===== config.mk =====
export PLATFORM = sky130hd
export DESIGN_NAME = cp0_unit_flat
export DESIGN_NICKNAME = d
export VERILOG_FILES = /design/src/rtl/cp0_unit_pkg.sv /design/src/rtl/cp0_unit_if.sv /design/src/rtl/cp0_unit.sv /design/src/flat_wrapper.sv
export SDC_FILE = /design/constraint.sdc
export NUM_CORES = 1
export LEC_CHECK = 0
export CAP_MARGIN = 20
export CORE_UTILIZATION = 42
export DETAILED_ROUTE_END_ITERATION = 7
export GPL_TIMING_DRIVEN = 0
export HOLD_SLACK_MARGIN = 0.06
export PLACE_DENSITY = 0.81
export SETUP_SLACK_MARGIN = 0.4
export SYNTH_ARGS = -nofsm -noshare
export SYNTH_HDL_FRONTEND = slang
export SYNTH_SLANG_ARGS = --single-unit

===== constraint.sdc =====
create_clock -name clk -period 3.7 [get_ports clk]
set_input_delay 1.11 -clock clk [delete_from_list [all_inputs] [get_ports clk]]
set_output_delay 1.11 -clock clk [all_outputs]
set_load 0.05 [all_outputs]

===== src/rtl/cp0_unit_pkg.sv =====
// CP0 shared constants: register numbers, ExcCodes and SR/Cause field layout.
// Also holds packed views of SR and Cause plus their read-word helpers.
package cp0_unit_pkg;

   localparam logic [4:0] CP0_SR    = 5'd12;
   localparam logic [4:0] CP0_CAUSE = 5'd13;
   localparam logic [4:0] CP0_EPC   = 5'd14;
   localparam logic [4:0] CP0_PRID  = 5'd15;

   localparam logic [4:0] EXC_AdEL  = 5'd4;
   localparam logic [4:0] EXC_AdES  = 5'd5;
   localparam logic [4:0] EXC_RI    = 5'd10;
   localparam logic [4:0] EXC_Ov    = 5'd12;

   localparam int SR_IE       = 0;
   localparam int SR_EXL      = 1;
   localparam int SR_IM_LO    = 10;
   localparam int SR_IM_HI    = 15;

   localparam int CAUSE_EXC_LO = 2;
   localparam int CAUSE_EXC_HI = 6;
   localparam int CAUSE_IP_LO  = 10;
   localparam int CAUSE_IP_HI  = 15;
   localparam int CAUSE_BD     = 31;

   typedef struct packed {
      logic [5:0] im;
      logic       exl;
      logic       ie;
   } sr_t;

   typedef struct packed {
      logic       bd;
      logic [5:0] ip;
      logic [4:0] exc;
   } cause_t;

   function automatic logic [31:0] sr_word(input sr_t s);
      logic [31:0] w;
      w = '0;
      w[SR_IM_HI:SR_IM_LO] = s.im;
      w[SR_EXL]            = s.exl;
      w[SR_IE]             = s.ie;
      return w;
   endfunction

   function automatic logic [31:0] cause_word(input cause_t c);
      logic [31:0] w;
      w = '0;
      w[CAUSE_BD]                  = c.bd;
      w[CAUSE_IP_HI:CAUSE_IP_LO]   = c.ip;
      w[CAUSE_EXC_HI:CAUSE_EXC_LO] = c.exc;
      return w;
   endfunction

endpackage


===== src/rtl/cp0_unit_if.sv =====
// Stage-M side of the CP0 port: mtc0/mfc0, exception report, eret and request.
// master = pipeline, slave = cp0_unit.
interface cp0_unit_if;

   logic        cp0_we;
   logic [4:0]  cp0_addr;
   logic [31:0] cp0_wdata;
   logic [31:0] vpc;
   logic        bd_in;
   logic        exc_valid;
   logic [4:0]  exc_code_in;
   logic [5:0]  hw_int;
   logic        exl_clr;
   logic [31:0] cp0_rdata;
   logic [31:0] epc_out;
   logic        req;

   modport master (
      output cp0_we, cp0_addr, cp0_wdata, vpc, bd_in,
      output exc_valid, exc_code_in, hw_int, exl_clr,
      input  cp0_rdata, epc_out, req
   );

   modport slave (
      input  cp0_we, cp0_addr, cp0_wdata, vpc, bd_in,
      input  exc_valid, exc_code_in, hw_int, exl_clr,
      output cp0_rdata, epc_out, req
   );

endinterface


===== src/rtl/cp0_unit.sv =====
// Coprocessor 0 in stage M: SR, Cause, EPC, PRId, interrupt/exception arbitration.
// req flushes the pipe and redirects fetch; EXL masks everything until eret.
module cp0_unit
   import cp0_unit_pkg::*;
#(
   parameter logic [31:0] PRID    = 32'h2021_0007,
   parameter logic [4:0]  EXC_INT = 5'd0
) (
   input  logic     clk,
   input  logic     reset,
   cp0_unit_if.slave bus
);

   sr_t         sr_q, sr_d;
   cause_t      cause_q, cause_d;
   logic [31:0] epc_q, epc_d;

   logic        int_req;
   logic        exc_req;
   logic        take;

   always_comb begin
      int_req = (|(bus.hw_int & sr_q.im)) & sr_q.ie & ~sr_q.exl;
      exc_req = bus.exc_valid & ~sr_q.exl;
      take    = int_req | exc_req;
   end

   assign bus.req     = take & ~reset;
   assign bus.epc_out = epc_q;

   always_comb begin
      sr_d     = sr_q;
      cause_d  = cause_q;
      epc_d    = epc_q;
      cause_d.ip = bus.hw_int;
      if (take) begin
         // interrupt outranks a same-cycle exception
         sr_d.exl    = 1'b1;
         cause_d.exc = int_req ? EXC_INT : bus.exc_code_in;
         cause_d.bd  = bus.bd_in;
         epc_d       = bus.bd_in ? bus.vpc - 32'd4 : bus.vpc;
      end else begin
         if (bus.cp0_we) begin
            case (bus.cp0_addr)
               CP0_SR: begin
                  sr_d.im  = bus.cp0_wdata[SR_IM_HI:SR_IM_LO];
                  sr_d.exl = bus.cp0_wdata[SR_EXL];
                  sr_d.ie  = bus.cp0_wdata[SR_IE];
               end
               CP0_EPC: epc_d = bus.cp0_wdata;
               default: ;
            endcase
         end
         // eret lands after a coincident mtc0 to SR
         if (bus.exl_clr) begin
            sr_d.exl = 1'b0;
         end
      end
   end

   always_ff @(posedge clk) begin
      if (reset) begin
         sr_q    <= '0;
         cause_q <= '0;
         epc_q   <= '0;
      end else begin
         sr_q    <= sr_d;
         cause_q <= cause_d;
         epc_q   <= epc_d;
      end
   end

   always_comb begin
      case (bus.cp0_addr)
         CP0_SR:    bus.cp0_rdata = sr_word(sr_q);
         CP0_CAUSE: bus.cp0_rdata = cause_word(cause_q);
         CP0_EPC:   bus.cp0_rdata = epc_q;
         CP0_PRID:  bus.cp0_rdata = PRID;
         default:   bus.cp0_rdata = '0;
      endcase
   end

endmodule


===== src/flat_wrapper.sv =====
// flat-port wrapper written by rule: the top's interface ports become plain ports
module cp0_unit_flat import cp0_unit_pkg::*;
#(
   parameter logic [31:0] PRID    = 32'h2021_0007,
   parameter logic [4:0]  EXC_INT = 5'd0
)
  (clk, reset, bus_cp0_we, bus_cp0_addr, bus_cp0_wdata, bus_vpc, bus_bd_in, bus_exc_valid, bus_exc_code_in, bus_hw_int, bus_exl_clr, bus_cp0_rdata, bus_epc_out, bus_req);
  cp0_unit_if bus_i ();
  input  logic clk;
  input  logic reset;
  input wire logic [$bits(bus_i.cp0_we)-1:0] bus_cp0_we;
  input wire logic [$bits(bus_i.cp0_addr)-1:0] bus_cp0_addr;
  input wire logic [$bits(bus_i.cp0_wdata)-1:0] bus_cp0_wdata;
  input wire logic [$bits(bus_i.vpc)-1:0] bus_vpc;
  input wire logic [$bits(bus_i.bd_in)-1:0] bus_bd_in;
  input wire logic [$bits(bus_i.exc_valid)-1:0] bus_exc_valid;
  input wire logic [$bits(bus_i.exc_code_in)-1:0] bus_exc_code_in;
  input wire logic [$bits(bus_i.hw_int)-1:0] bus_hw_int;
  input wire logic [$bits(bus_i.exl_clr)-1:0] bus_exl_clr;
  output wire logic [$bits(bus_i.cp0_rdata)-1:0] bus_cp0_rdata;
  output wire logic [$bits(bus_i.epc_out)-1:0] bus_epc_out;
  output wire logic [$bits(bus_i.req)-1:0] bus_req;
  assign bus_i.cp0_we = bus_cp0_we;
  assign bus_i.cp0_addr = bus_cp0_addr;
  assign bus_i.cp0_wdata = bus_cp0_wdata;
  assign bus_i.vpc = bus_vpc;
  assign bus_i.bd_in = bus_bd_in;
  assign bus_i.exc_valid = bus_exc_valid;
  assign bus_i.exc_code_in = bus_exc_code_in;
  assign bus_i.hw_int = bus_hw_int;
  assign bus_i.exl_clr = bus_exl_clr;
  assign bus_cp0_rdata = bus_i.cp0_rdata;
  assign bus_epc_out = bus_i.epc_out;
  assign bus_req = bus_i.req;
  cp0_unit #(.PRID(PRID), .EXC_INT(EXC_INT)) u_core (.clk(clk), .reset(reset), .bus(bus_i));
endmodule

==> results by group <==
Yosys
  • Seq/Total Area, Yosys: 30.8%
  • Compound-cell area share of the yosys netlist: 26.7%
  • Asr flop ratio synth: 0%
  • Simple-Gate Fraction of Synth Area: 31.5%
  • Synth warnings: 0
  • Area leader, netlist: dfxtp_1
  • Adder-cell area share of the yosys netlist: 0.371%
  • Mapped Nets: 519
  • Post-Syn Area: 3380 sq um
  • Top cell type's share of synthesized area: 30.8%
  • Largest family of logic cells by synthesized area: simple AND/OR/NAND/NOR gates
  • Top_reg_cell synth: dfxtp_1
  • Post-synth EDFFs: 0
  • Mean post-synth cell area: 7.81 sq um
  • Syn Inst Count: 432
  • Mux cell area share after synthesis: 2.37%
  • Leading post-synthesis cells by cell area: dfxtp_1 31%, a211oi_1 7.1%, and3_1 6.9%
  • Synth Area in XOR/XNOR: 3.11%
  • #FFs+latches synth: 52
  • Distinct cells, synth: 49

Drt
  • DRC viols: 0
  • Top Layer Used: met4
  • Metal2 WL: 7110 microns
  • WL/cell: 20.8 microns
  • Wl on met1: 6050 microns
  • Met3 wire len: 1370 microns
  • Pre-Repair DR Iteration Count: 5
  • DR vias/cell: 6.17
  • Via count: 4359
  • 1st-iter DRT viols: 374
  • Post-route ant nets: 0
  • DRT Wirelength: 14700 microns

Worst setup path
  • CP Capture Type: output port
  • Critical-path cell list: buf_6 -> and3b_1 -> clkbuf_8 -> buf_8 -> clkbuf_16 -> nand2_8 -> nor2_4 -> buf_8
  • Data arrival time of the critical path: 2190 ps
  • Crit path kind: in -> out
  • CP required: 2590 ps
  • CP dominant cell by count: buf_8
  • Crit-path slowest cell: and3b_1
  • Buffers plus inverters on the worst setup path: 5
  • CP peak stage delay: 230 ps
  • Crit. path cell count: 8
  • Largest delay share family, worst path: buffers and inverters
  • Startpoint Class: primary input
  • Worst R2R Path Depth: 7
  • CP max FO: 5

Timing
  • Final Hold Vio Count: 0
  • RSZ-0062 raised after global routing: yes
  • Fin crit share: 89.2%
  • Setup slack after layout: 401 ps
  • Setup violations, final: 0
  • Max-slew headroom: 54.6%
  • Max-slew violations: 0
  • Min Tclk post-route: 3300 ps
  • Tightest Pin Transition: 681 ps
  • Fmax: 0.303 GHz
  • Layout Skew: 3.53 ps

Power
  • Static Leakage: 2.09 nW
  • Peak VDD IR: 243 uV
  • PwrDens: 259 nW/um^2

Cells and area
  • Total Nets Final: 691
  • Layout Cells excl Fill: 707
  • FILL cells: 606
  • Share of layout cells above drive strength 1: 23.6%
  • # diodes: 0
  • Area growth syn-to-layout: 70.7%

Global route
  • Congestion Overflow GR: 0
  • First-pass GRT wire length: 22300 microns
  • Number of global-route vias before repair: 4135
  • Largest net degree at the start of global routing: 17
  • Initial antenna violation count: 0
  • Total GRT Usage: 34.2%

Flow run
  • Max_cap viols: 0

Placement
  • # port buffers: 148
  • Pre-CTS WS: -1150 ps
  • Placed cells: 682
  • Hpwl dp: 10700 microns
  • GPL Wtd Cong: 0.897

Floorplanning
  • Io pins: 151
  • Die Ht: 91.7 microns
  • Core Area: 7770 sq um
  • Initial core utilization: 43.5%
  • FP Rows: 32
  • Die area: 8400 sq um
  • Chip width: 91.7 microns

Clocking
  • Root Driver: clkbuf_8
  • H-tree depth: 2
  • CTS buffer count: 5
  • Clock transition at path regs: 100 ps
  • Worst skew pair latency: 320 ps
  • CTS tree: built
  • Sink Count: 52
  • Maximum clock insertion buffer count: 2

Hold path
  • HP Class: reg -> reg
  • Hold depth: 2

Status
  • Outcome: finished, final reports clean
[through the flow]
step | area (sq um) | total power [mW] | hold slack [ps] | setup TNS (ps) | util (%)
floorplan | 3590 | 0.880 | 436 | 0 | -
global placement | 5200 | 1.10 | 445 | -29240 | 67.0
detailed placement | 5200 | 1.10 | 454 | -30190 | 67.0
CTS | 5670 | 1.47 | 470 | 0 | 73.0
global route | 5760 | 1.53 | 507 | 0 | 74.2
finish | 5760 | 1.49 | 466 | 0 | 74.2
[cells by family after synthesis]
logic type / after synthesis
AND/OR/NAND/NOR: 190
AO/OA/AOI/OAI: 125
flip-flops: 52
buffers and inverters: 44
XOR/XNOR: 12
multiplexers: 8
adder cells (fa/ha/maj): 1
[path summary, 6_finish.rpt]
check / startpoint / to / slack (ps)
max: bus_cp0_addr[4] / bus_cp0_rdata[16] / 400
min: u_core.cause_q[11]$_SDFFE_PP0N_ / u_core.cause_q[11]$_SDFFE_PP0N_ / 470
max reg2reg: u_core.sr_q[2]$_SDFFE_PP0P_ / u_core.bus.epc_out[21]$_SDFFE_PP0P_ / 1190
min reg2reg: u_core.cause_q[11]$_SDFFE_PP0N_ / u_core.cause_q[11]$_SDFFE_PP0N_ / 470
[cell usage in the layout (no fill, tap or decap), types with 9 or more instances in the layout]
| master | count |
|---|---|
| clkdlybuf4s50_1 | 100 |
| dfxtp_1 | 52 |
| a211oi_1 | 32 |
| nor2_1 | 26 |
| buf_4 | 25 |
| and3_1 | 23 |
| a311oi_1 | 22 |
| clkbuf_1 | 22 |
| nand3_1 | 19 |
| nand2_1 | 17 |
| o21ai_0 | 17 |
| buf_8 | 16 |
| nor2_4 | 15 |
| or3_1 | 14 |
| buf_2 | 13 |
| clkbuf_8 | 11 |
| nor2b_1 | 11 |
| a21oi_1 | 10 |
| buf_6 | 10 |
| a21oi_4 | 9 |
| and3_4 | 9 |
| or4_1 | 9 |
[layout make-up]
class                           instances  area, sq um  share of cell area, %
Multi-Input combinational cell        336         2550                   44.3
Timing Repair Buffer                  165         1610                   28.0
Sequential cell                        52         1040                   18.1
Buffer                                 39          324                   5.62
Tap cell                              102          128                   2.21
Clock buffer                            6         72.6                   1.26
Inverter                                5         18.8                  0.326
Clock inverter                          2         16.3                  0.282
[routing by layer]
layer	vias up	global-route usage, %
met2	257	56.1
met3	18	6.05
met4	0	9.66
met1	2072	45.9
met5	-	0
li1	2012	-
[what timing repair did]
action / 4_1_cts / 5_1_grt
buffers inserted: 10 / 5
hold buffers: 0 / 0
endpoints found under the setup margin: 40 / 36
gates cloned: 1 / 1
pin swaps: 5 / 6
resized for setup: 318 / 26
[flip-flops by register name, summed over array words and instances, names as in the netlist]
signal              flops
u_core.sr_q             8
u_core.bus.epc_out     32
u_core.cause_q         12
[cells in the mapped netlist, types with 4 or more instances]
cell type	n
nor2b_1	13
o21ai_0	17
inv_1	5
or4_1	9
nand2_1	18
a32oi_1	5
nor4_1	6
xnor2_1	5
a22oi_1	8
or3_1	14
and3_1	37
clkbuf_1	34
o311ai_0	5
a211oi_1	32
nand4_1	4
nand3_1	19
xor2_1	7
dfxtp_1	52
a21oi_1	19
a311oi_1	22
o31ai_1	4
nor2_1	41
nor3_1	8
mux2i_1	8
[tightest hold or removal path: stages, from the launching register on]
cell and delay (ps):
dfxtp_1 320, nand2_1 50, a21oi_1 50
[where the power goes]
group | internal [mW] | switching [mW]
combinational | 0.222 | 0.297
clock | 0.135 | 0.210
sequential | 0.595 | 0.0308
total | 0.952 | 0.538
(Power assumes the default switching activity.)
